$ cat src/rtl/redirect_controller_pkg.sv
// Shared pipeline types for the control-flow redirect path.
package redirect_controller_pkg;

    localparam int PIPE_XLEN = 64;

    typedef enum logic [1:0] {
        PC_From_add4    = 2'd0,
        PC_From_add_imm = 2'd1,
        PC_From_jalr    = 2'd2
    } PcSelect;

    typedef enum logic [1:0] {
        IDLE     = 2'd0,
        DRAIN    = 2'd1,
        REDIRECT = 2'd2
    } redirect_state_t;

    typedef struct packed {
        logic [PIPE_XLEN-1:0] target;
        logic                 misaligned;
    } redirect_req_t;

    // Only these selects describe a real change of control flow.
    function automatic logic sel_is_redirect(input PcSelect sel);
        return (sel == PC_From_add_imm) || (sel == PC_From_jalr);
    endfunction

endpackage

$ cat src/rtl/redirect_controller_if.sv
// Bundle between memory-stage branch logic, fetch/ibus and PC register.
interface redirect_controller_if
    import redirect_controller_pkg::*;
#(
    parameter int XLEN  = PIPE_XLEN,
    parameter int CNT_W = 32
) ();

    logic             mem_valid;
    logic             mem_stall;
    logic             br_flush;
    PcSelect          br_pc_select;
    logic [XLEN-1:0]  mem_pc;
    logic [XLEN-1:0]  mem_imm;
    logic [XLEN-1:0]  mem_rs1;
    logic             ireq_valid;
    logic             iresp_data_ok;
    logic             pc_stall;

    logic             flush_if;
    logic             flush_id;
    logic             flush_ex;
    logic             fetch_hold;
    logic             drop_iresp;
    logic             redirect_valid;
    logic [XLEN-1:0]  redirect_pc;
    logic             target_misaligned;
    logic [CNT_W-1:0] redirect_count;

    modport master (
        output mem_valid, mem_stall, br_flush, br_pc_select, mem_pc, mem_imm, mem_rs1,
        output ireq_valid, iresp_data_ok, pc_stall,
        input  flush_if, flush_id, flush_ex, fetch_hold, drop_iresp,
        input  redirect_valid, redirect_pc, target_misaligned, redirect_count
    );

    modport slave (
        input  mem_valid, mem_stall, br_flush, br_pc_select, mem_pc, mem_imm, mem_rs1,
        input  ireq_valid, iresp_data_ok, pc_stall,
        output flush_if, flush_id, flush_ex, fetch_hold, drop_iresp,
        output redirect_valid, redirect_pc, target_misaligned, redirect_count
    );

endinterface

$ cat src/rtl/redirect_target_calc.sv
// Combinational branch/jump target and alignment check.
module redirect_target_calc
    import redirect_controller_pkg::*;
(
    input  PcSelect               i_sel,
    input  logic [PIPE_XLEN-1:0]  i_pc,
    input  logic [PIPE_XLEN-1:0]  i_imm,
    input  logic [PIPE_XLEN-1:0]  i_rs1,
    output redirect_req_t         o_req
);

    logic [PIPE_XLEN-1:0] w_target;

    always_comb begin
        w_target = '0;
        case (i_sel)
            PC_From_add_imm: w_target = i_pc + i_imm;
            // jalr clears bit 0 of the sum; bit 1 may still be set
            PC_From_jalr:    w_target = (i_rs1 + i_imm) & {{(PIPE_XLEN-1){1'b1}}, 1'b0};
            default:         w_target = i_pc + PIPE_XLEN'(4);
        endcase
    end

    assign o_req.target     = w_target;
    assign o_req.misaligned = (w_target[1:0] != 2'b00);

endmodule

$ cat src/rtl/redirect_controller.sv
// Redirect sequencer: flush pulse, ibus drain, then hold redirect PC until accepted.
//   state    | meaning
//   IDLE     | no redirect pending; trigger accepted here only
//   DRAIN    | waiting for in-flight ibus response to discard
//   REDIRECT | redirect_pc presented until PC register accepts
module redirect_controller
    import redirect_controller_pkg::*;
#(
    parameter int XLEN  = PIPE_XLEN,
    parameter int CNT_W = 32
) (
    input  logic                 clk,
    input  logic                 reset,
    redirect_controller_if.slave bus
);

    redirect_state_t  r_state;
    logic             r_redirect_valid;
    logic [XLEN-1:0]  r_target;
    logic             r_misaligned;
    PcSelect          r_sel;
    logic [CNT_W-1:0] r_count;

    redirect_req_t    w_req;
    logic             w_idle;
    logic             w_branch_raw;
    logic             w_trigger;

    redirect_target_calc u_target_calc (
        .i_sel (bus.br_pc_select),
        .i_pc  (bus.mem_pc),
        .i_imm (bus.mem_imm),
        .i_rs1 (bus.mem_rs1),
        .o_req (w_req)
    );

    assign w_idle       = (r_state == IDLE);
    assign w_branch_raw = bus.mem_valid & bus.br_flush & ~bus.mem_stall & w_idle & ~reset;
    assign w_trigger    = w_branch_raw & sel_is_redirect(bus.br_pc_select);

    always_ff @(posedge clk) begin
        if (reset) begin
            r_state          <= IDLE;
            r_redirect_valid <= 1'b0;
            r_target         <= '0;
            r_misaligned     <= 1'b0;
            r_sel            <= PC_From_add4;
            r_count          <= '0;
        end else begin
            case (r_state)
                IDLE: begin
                    if (w_trigger) begin
                        r_target     <= XLEN'(w_req.target);
                        r_misaligned <= w_req.misaligned;
                        r_sel        <= bus.br_pc_select;
                        if (bus.ireq_valid && !bus.iresp_data_ok) begin
                            r_state <= DRAIN;
                        end else begin
                            r_state          <= REDIRECT;
                            r_redirect_valid <= 1'b1;
                        end
                    end
                end
                DRAIN: begin
                    if (bus.iresp_data_ok) begin
                        r_state          <= REDIRECT;
                        r_redirect_valid <= 1'b1;
                    end
                end
                REDIRECT: begin
                    if (!bus.pc_stall) begin
                        r_state          <= IDLE;
                        r_redirect_valid <= 1'b0;
                        r_count          <= r_count + 1'b1;
                    end
                end
                default: begin
                    r_state          <= IDLE;
                    r_redirect_valid <= 1'b0;
                end
            endcase
        end
    end

    // A response arriving while the redirect is being set up is wrong-path.
    assign bus.drop_iresp        = bus.iresp_data_ok & (w_trigger | (r_state == DRAIN));
    assign bus.flush_if          = w_trigger;
    assign bus.flush_id          = w_trigger;
    assign bus.flush_ex          = w_trigger;
    assign bus.fetch_hold        = w_trigger | ~w_idle;
    assign bus.redirect_valid    = r_redirect_valid;
    assign bus.redirect_pc       = r_target;
    assign bus.target_misaligned = r_misaligned;
    assign bus.redirect_count    = r_count;

    a_no_add4_flush: assert property (@(posedge clk) disable iff (reset)
        !(w_branch_raw && !sel_is_redirect(bus.br_pc_select)));

    a_upstream_quiet: assert property (@(posedge clk) disable iff (reset)
        !(!w_idle && bus.mem_valid && bus.br_flush));

    a_redirect_sel_legal: assert property (@(posedge clk) disable iff (reset)
        (r_state == REDIRECT) |-> sel_is_redirect(r_sel));

endmodule
$ cat src/flat_wrapper.sv
// flat-port wrapper written by rule: the top's interface ports become plain ports
module redirect_controller_flat import redirect_controller_pkg::*;
#(
    parameter int XLEN  = PIPE_XLEN,
    parameter int CNT_W = 32
)
  (clk, reset, bus_mem_valid, bus_mem_stall, bus_br_flush, bus_br_pc_select, bus_mem_pc, bus_mem_imm, bus_mem_rs1, bus_ireq_valid, bus_iresp_data_ok, bus_pc_stall, bus_flush_if, bus_flush_id, bus_flush_ex, bus_fetch_hold, bus_drop_iresp, bus_redirect_valid, bus_redirect_pc, bus_target_misaligned, bus_redirect_count);
  redirect_controller_if #(.XLEN(XLEN), .CNT_W(CNT_W)) bus_i ();
  input  logic clk;
  input  logic reset;
  input wire logic [$bits(bus_i.mem_valid)-1:0] bus_mem_valid;
  input wire logic [$bits(bus_i.mem_stall)-1:0] bus_mem_stall;
  input wire logic [$bits(bus_i.br_flush)-1:0] bus_br_flush;
  input wire logic [$bits(bus_i.br_pc_select)-1:0] bus_br_pc_select;
  input wire logic [$bits(bus_i.mem_pc)-1:0] bus_mem_pc;
  input wire logic [$bits(bus_i.mem_imm)-1:0] bus_mem_imm;
  input wire logic [$bits(bus_i.mem_rs1)-1:0] bus_mem_rs1;
  input wire logic [$bits(bus_i.ireq_valid)-1:0] bus_ireq_valid;
  input wire logic [$bits(bus_i.iresp_data_ok)-1:0] bus_iresp_data_ok;
  input wire logic [$bits(bus_i.pc_stall)-1:0] bus_pc_stall;
  output wire logic [$bits(bus_i.flush_if)-1:0] bus_flush_if;
  output wire logic [$bits(bus_i.flush_id)-1:0] bus_flush_id;
  output wire logic [$bits(bus_i.flush_ex)-1:0] bus_flush_ex;
  output wire logic [$bits(bus_i.fetch_hold)-1:0] bus_fetch_hold;
  output wire logic [$bits(bus_i.drop_iresp)-1:0] bus_drop_iresp;
  output wire logic [$bits(bus_i.redirect_valid)-1:0] bus_redirect_valid;
  output wire logic [$bits(bus_i.redirect_pc)-1:0] bus_redirect_pc;
  output wire logic [$bits(bus_i.target_misaligned)-1:0] bus_target_misaligned;
  output wire logic [$bits(bus_i.redirect_count)-1:0] bus_redirect_count;
  assign bus_i.mem_valid = bus_mem_valid;
  assign bus_i.mem_stall = bus_mem_stall;
  assign bus_i.br_flush = bus_br_flush;
  assign bus_i.br_pc_select = bus_br_pc_select;
  assign bus_i.mem_pc = bus_mem_pc;
  assign bus_i.mem_imm = bus_mem_imm;
  assign bus_i.mem_rs1 = bus_mem_rs1;
  assign bus_i.ireq_valid = bus_ireq_valid;
  assign bus_i.iresp_data_ok = bus_iresp_data_ok;
  assign bus_i.pc_stall = bus_pc_stall;
  assign bus_flush_if = bus_i.flush_if;
  assign bus_flush_id = bus_i.flush_id;
  assign bus_flush_ex = bus_i.flush_ex;
  assign bus_fetch_hold = bus_i.fetch_hold;
  assign bus_drop_iresp = bus_i.drop_iresp;
  assign bus_redirect_valid = bus_i.redirect_valid;
  assign bus_redirect_pc = bus_i.redirect_pc;
  assign bus_target_misaligned = bus_i.target_misaligned;
  assign bus_redirect_count = bus_i.redirect_count;
  redirect_controller #(.XLEN(XLEN), .CNT_W(CNT_W)) u_core (.clk(clk), .reset(reset), .bus(bus_i));
endmodule
$ cat config.mk
export PLATFORM = sky130hd
export DESIGN_NAME = redirect_controller_flat
export DESIGN_NICKNAME = d
export VERILOG_FILES = /design/src/rtl/redirect_controller_pkg.sv /design/src/rtl/redirect_controller_if.sv /design/src/rtl/redirect_target_calc.sv /design/src/rtl/redirect_controller.sv /design/src/flat_wrapper.sv
export SDC_FILE = /design/constraint.sdc
export NUM_CORES = 1
export LEC_CHECK = 0
export BUFFER_PORTS_ARGS = -buffer_cell sky130_fd_sc_hd__buf_2
export CAP_MARGIN = 20
export CORE_ASPECT_RATIO = 0.9
export CORE_MARGIN = 5
export CORE_UTILIZATION = 55
export DETAILED_ROUTE_END_ITERATION = 7
export PLACE_DENSITY = 0.82
export SYNTH_ARGS = -nofsm -noshare
export SYNTH_HDL_FRONTEND = slang
export SYNTH_SLANG_ARGS = --single-unit
$ cat constraint.sdc
create_clock -name clk -period 8.41 [get_ports clk]
set_input_delay 0.4205 -clock clk [delete_from_list [all_inputs] [get_ports clk]]
set_output_delay 0.4205 -clock clk [all_outputs]
set_load 0.03 [all_outputs]
==> flow_metrics.tcl, run 1 <==
set metrics [dict create \
    ff_latch_area_sq_um 2000 \
    final_cell_area_sq_um 13700 \
    synthCells 1606 \
    synth_edf_count 0 \
    antenna_found_initial 0 \
    p_leak_nw 6.39 \
    layout-drive-gt1-share 0.189 \
    synth-async-reset-ratio 0 \
    rsz0062_at_grt "false" \
    clock_skew_ns 0.00823 \
    drc 0 \
    syn_area_sq_um 11800 \
    io-pin-count 305 \
    met1Wirelength_mm 17.7 \
    worst_pin_slew_ns 0.896 \
    cts_hold_buf 0 \
    antenna_cells 0 \
    core_sq_um 21000 \
    critPathLaunchType "input pin" \
    syn_avg_cell_area_sq_um 7.36 \
    fin_ws_ns 4.71 \
    dp_slack_ns 4.46 \
    worstSetupPathType "in -> reg" \
    drtAntennaViolNets 0 \
    crit_fanout 5 \
    first_global_vias 12700 \
    hold_violations 0 \
    finalNetCount 2171 \
    max_slew_margin 0.403 \
    fmax_ghz 0.270 \
    fin_total_pwr_mw 1.72 \
    endpoint_kind "flop" \
    mostFrequentLayoutCells "303 x buf_2, 167 x a21oi_1, 165 x nor2_1" \
    dpl.hpwl_mm 32.9 \
    synth_ff_type "dfxtp_1" \
    slew_viol_final 0 \
    clock-sinks 100 \
    hold_path.class "in -> reg" \
    routabilityCongestion 1.07 \
    io_buffers 304 \
    drt-initial-drc-count 1499 \
    synth_seq_cells 100 \
    cts_tree "yes" \
    num_rows 50 \
    syn_nets 1938 \
    fin_hold_ws_ns 0.267 \
    wire_per_inst_microns 19.7 \
    die_y_microns 149 \
    cts_buffers 9 \
    yosysSeqAreaShare 0.169 \
    avgViaCountPerCell 6.38 \
    routed_wl_mm 42.0 \
    fillers 1907 \
    grt_max_degree 74 \
    required_ns 8.66 \
    die_w_microns 165 \
    min_period_over_period 0.440 \
    max-cap-violations 0 \
    place_area_sq_um 13400 \
    clk_latency_ns 0.36 \
    die_area_sq_um 24500 \
    final_common_cell "buf_2" \
    tns_ns 0 \
    ctsResizeCount 0 \
    htreeDepth 3 \
    start_util 0.564 \
    met2_length_mm 18.6 \
    status "completed" \
    grt_usage 0.326 \
    clk_pin_slew_ns 0.08 \
    peakVddDrop_uv 100 \
    multiInputGateArea_sq_um 9320 \
    clockBufferDepth 2 \
    first_pass_iters 6 \
    arrival_ns 3.95 \
    fin_crit_ns 3.70 \
    route.vias.total 13600 \
    cts-root-buf "clkbuf_16" \
    wl_met3_mm 4.20 \
    grt_pass1_wl_mm 65.4 \
    ys_warn_count 0 \
    cts_setup_buffers 0 \
    power_density_nw_per_um2 125 \
    grt_overflow 0 \
    finalSetupViolCount 0 \
    ys_types 83 \
    area_growth_pct 15.9 \
    highest_layer "met4" \
]
layer usage:
metal | GRT usage | vias up
met1 | 0.452 | 6211
met4 | 0.111 | 0
met5 | 0 | -
li1 | - | 6462
met3 | 0.0481 | 105
met2 | 0.516 | 803
final timing paths:
kind,start,endpoint,slack [ns],cells after the start
worst min-delay path,bus_iresp_data_ok,u_core.r_state[0],0.27,2
worst max register to register,u_core.r_state[1],u_core.bus.redirect_pc[63],5.30,9
worst max-delay path,bus_mem_imm[6],u_core.bus.redirect_pc[61],4.71,13
worst min register to register,u_core.bus.redirect_pc[35],u_core.bus.redirect_pc[35],0.48,2
synthesized netlist by cell type, types with 5 or more instances:
cell / instances / area, sq um
nor3_1: 49 / 245
inv_1: 41 / 154
dfxtp_1: 100 / 2000
nor2b_1: 13 / 81.3
ha_1: 128 / 1600
nand3_1: 45 / 225
a2111oi_0: 5 / 43.8
o21a_1: 14 / 105
a221oi_1: 34 / 298
buf_2: 9 / 45.0
a31oi_1: 21 / 131
nand2_1: 109 / 409
o21ai_1: 25 / 125
a22oi_1: 12 / 90.1
and2_1: 20 / 125
xor2_1: 62 / 543
o211ai_1: 16 / 120
nor2_1: 165 / 619
and4_1: 8 / 70.1
a211oi_1: 26 / 195
or3_1: 14 / 87.6
nand2b_1: 16 / 100
xnor2_1: 67 / 587
nor4_1: 7 / 43.8
nand4_1: 31 / 194
a21o_1: 90 / 676
a21oi_1: 167 / 836
o21ai_0: 71 / 355
o31ai_1: 11 / 82.6
o21bai_1: 19 / 143
mux2i_1: 7 / 70.1
and3_1: 25 / 156
a221o_1: 9 / 90.1
nand3b_1: 13 / 97.6
clkbuf_1: 72 / 270
layout make-up:
class,instances,share of cell area
multi-input cells,1377,0.680
flip-flops and latches,100,0.146
repair buffers,309,0.114
well taps,286,0.0261
clock buffers,9,0.0164
inverters,42,0.0115
clock inverters,7,0.00630
registers in the layout, summed over array words and instances (netlist names):
name                          cells
u_core.bus.target_misaligned      1
u_core.bus.redirect_valid         1
u_core.r_state                    2
u_core.bus.redirect_pc           64
u_core.bus.redirect_count        32
power breakdown:
part	total [mW]	switching, mW	internal [mW]
Sequential	0.487	0.00538	0.481
Combinational	0.784	0.476	0.309
Clock	0.449	0.235	0.214
Total	1.72	0.716	1.00
cell families after synthesis:
group | share of synthesized area
AOI/OAI and AO/OA | 0.327
and+or+nand+nor | 0.219
adders and majority gates | 0.139
xor gates and xnor gates | 0.0955
buffers and inverters | 0.0432
DFF | 0.169
muxes | 0.00688
metrics by stage:
step           cells   util
2_1_floorplan   1606      -
3_3_place_gp    2114  0.639
3_5_place_dp    2114  0.639
4_1_cts         2130  0.654
5_1_grt         2130  0.654
6_report        2130  0.654
worst max-delay path: stages:
cell	delay, ns
buf_2	0.12
ha_1	0.37
a21oi_1	0.27
o22ai_1	0.17
a311oi_1	0.57
a21oi_1	0.18
o311ai_1	0.41
o211ai_1	0.31
a31oi_2	0.38
o21ai_1	0.16
a221oi_1	0.31
mux2i_1	0.22
nand2_1	0.07
Power figures use the tool's default switching activity.
==> run 2: changes to the inputs <==
Settings changed: ABC_AREA set to 1, PLACE_DENSITY 0.82 to 0.8.
Clock period 8.41 ns to 3.7 ns, I/O delays scaled along.
==> run 2 against run 1 <==
Die area increased by 25%. Combinational power grew to 3.0 times the previous value. Clock skew down 0.0020 ns. Global-route usage is 9.4 points higher. Utilization fell by 1.6 points. Worst hold slack worse by 0.11 ns. Sequential share of layout area shrank 3.0 points. Setup slack lost 3.9 ns. Largest cell class unchanged. The flow now finishes with violations (DRC). Routed wire length rose by 63%. Register-to-register slack got worse by 4.2 ns. Critical path depth shrank 7. Area after synthesis is 27% higher.
==> flow_metrics.tcl, run 2 <==
set metrics [dict create \
    num_rows 57 \
    yosysSeqAreaShare 0.133 \
    hold_violations 0 \
    largest_reg_flops 64 \
    grt_overflow 0 \
    avgViaCountPerCell 5.87 \
    yosys.area.top_type "nand2_1" \
    worstSetupPathType "reg -> out" \
    grt_pass1_wl_mm 102 \
    reg2reg_depth 10 \
    synth.most_common_cell "nand2_1" \
    cts_tree "yes" \
    r2r-end "u_core.bus.redirect_pc[28]" \
    ys_types 44 \
    mostFrequentLayoutCells "874 x nand2_1, 473 x inv_1, 395 x nor2_1" \
    status "complete, but fails checks" \
    slew_viol_final 0 \
    synthTopCellsByArea "nand2_1 22%, dfxtp_1 13%, inv_1 12%, ha_1 11%, nor2_1 9.9%" \
    max_stage_delay_ns 0.72 \
    syn_area_sq_um 15000 \
    min_period_over_period 0.771 \
    fin_cells 3485 \
    first_pass_iters 8 \
    cts-root-buf "clkbuf_16" \
    synth_seq_cells 100 \
    io-pin-count 305 \
    cts_hold_buf 0 \
    worst_pin_slew_ns 1.10 \
    utilization 0.638 \
    synth_edf_count 0 \
    clock-sinks 100 \
    hold_depth 3 \
    clk_latency_ns 0.36 \
    cp_slowest_cell "inv_2" \
    critPathLaunchType "flop" \
    antenna_cells 0 \
    yosys-top-cells-count "874 x nand2_1, 473 x inv_1, 395 x nor2_1" \
    routed_wl_mm 68.5 \
    path_delay_family "buffers and inverters" \
    reg2reg_slack_ns 1.09 \
    fin_hold_ws_ns 0.159 \
    syn_avg_cell_area_sq_um 5.28 \
    worst-path-buf-inv 3 \
    final_cell_area_sq_um 17200 \
    cts_setup_buffers 0 \
    endpoint_kind "output pin" \
    cp.depth 6 \
    drtAntennaViolNets 0 \
    die_area_sq_um 30700 \
    p_leak_nw 9.42 \
    dp_cells 3469 \
    die_y_microns 167 \
    htreeDepth 3 \
    wire_per_inst_microns 19.7 \
    grt_usage 0.420 \
    synth_top_area_share 0.218 \
    rr_startpoint "u_core.r_state[0]" \
    synthCells 2847 \
    synth-async-reset-ratio 0 \
    ctsResizeCount 0 \
    finalNetCount 3458 \
    start_util 0.558 \
    min_from "bus_pc_stall" \
    final_common_cell "nand2_1" \
    drt-initial-drc-count 2975 \
    synth_ff_type "dfxtp_1" \
    clock_skew_ns 0.00619 \
    syn_nets 3179 \
    dpl.hpwl_mm 57.5 \
    first_global_vias 18300 \
    grt_max_degree 70 \
    area_growth_pct 14.4 \
    io_buffers 304 \
    core_sq_um 27000 \
    hold_end "u_core.r_state[1]" \
    max_slew_margin 0.264 \
    violations "DRC" \
    clk_pin_slew_ns 0.07 \
    arrival_ns 2.67 \
    layout-drive-gt1-share 0.117 \
    routabilityCongestion 1.15 \
    peakVddDrop_uv 220 \
    max-cap-violations 0 \
    fin_crit_ns 2.85 \
    fmax_ghz 0.351 \
    fillers 2720 \
    rsz0062_at_grt "false" \
    antenna_found_initial 0 \
    cts_buffers 9 \
    hold_path.class "in -> reg" \
    cp_common_cell "inv_2" \
    clockBufferDepth 2 \
    crit_fanout 42 \
    drc 5 \
    tns_ns 0 \
    crit_chain "nor2_1 -> inv_2 -> nor4_4 -> nand2_2 -> inv_2 -> buf_2" \
    required_ns 3.51 \
    power_density_nw_per_um2 261 \
    finalSetupViolCount 0 \
    ys_warn_count 0 \
    route.vias.total 20400 \
    place_area_sq_um 16900 \
    die_w_microns 184 \
]
## run 2: cells by family (layout without fill, tap and decap cells)
kind of cell	count (synthesis)	count (layout)	synth area share
buf+inv	523	807	0.132
compound gates	394	394	0.142
xor+xnor	10	10	0.00583
flops	100	100	0.133
fa+ha+maj	130	130	0.109
simple gates	1690	1690	0.478
## run 2: metal layers
| metal | up-vias | wire (microns) | GRT usage |
|---|---|---|---|
| li1 | 9697 | - | - |
| met1 | 8937 | 26400 | 0.552 |
| met2 | 1503 | 28000 | 0.627 |
| met3 | 304 | 8120 | 0.0670 |
| met4 | 0 | 6020 | 0.289 |
| met5 | - | 0 | 0 |
## run 2: metrics by stage
| step | power, mW | worst slack (ns) |
|---|---|---|
| final | 4.49 | 0.848 |
| after global routing | 4.72 | 0.738 |
| after CTS | 4.39 | 0.938 |
| after detailed placement | 3.40 | 0.948 |
| after global placement | 3.36 | 0.986 |
| after floorplan | 2.64 | 1.71 |
## run 2: area by class of cell
| class | instances | area [sq um] | area share |
|---|---|---|---|
| flip-flops and latches | 100 | 2000 | 0.116 |
| clock buffers | 11 | 253 | 0.0147 |
| inverters | 480 | 1800 | 0.105 |
| clock inverters | 5 | 57.6 | 0.00335 |
| multi-input cells | 2224 | 11000 | 0.643 |
| repair buffers | 311 | 1590 | 0.0923 |
| well taps | 354 | 443 | 0.0258 |
## run 2: worst min-delay path, stage by stage
cell     delay, ns
buf_2         0.13
nand2_1       0.09
a21oi_1       0.07
## run 2: worst max path at each step
stage / from / endpoint / slack [ns]
after floorplan: bus_mem_imm[0] / u_core.bus.redirect_pc[60] / 1.71
after global placement: bus_mem_imm[0] / u_core.bus.redirect_pc[52] / 0.99
after detailed placement: bus_mem_imm[0] / u_core.bus.redirect_pc[52] / 0.95
after CTS: u_core.r_state[0] / bus_flush_if / 0.94
after global routing: u_core.r_state[0] / bus_flush_if / 0.74
final: u_core.r_state[0] / bus_flush_if / 0.85
## run 2: power by group
part	total (mW)	leakage [nW]	internal [mW]	switching, mW
Combinational	2.33	8.46	0.703	1.63
Sequential	1.15	0.808	1.12	0.0330
Clock	1.00	0.156	0.563	0.440
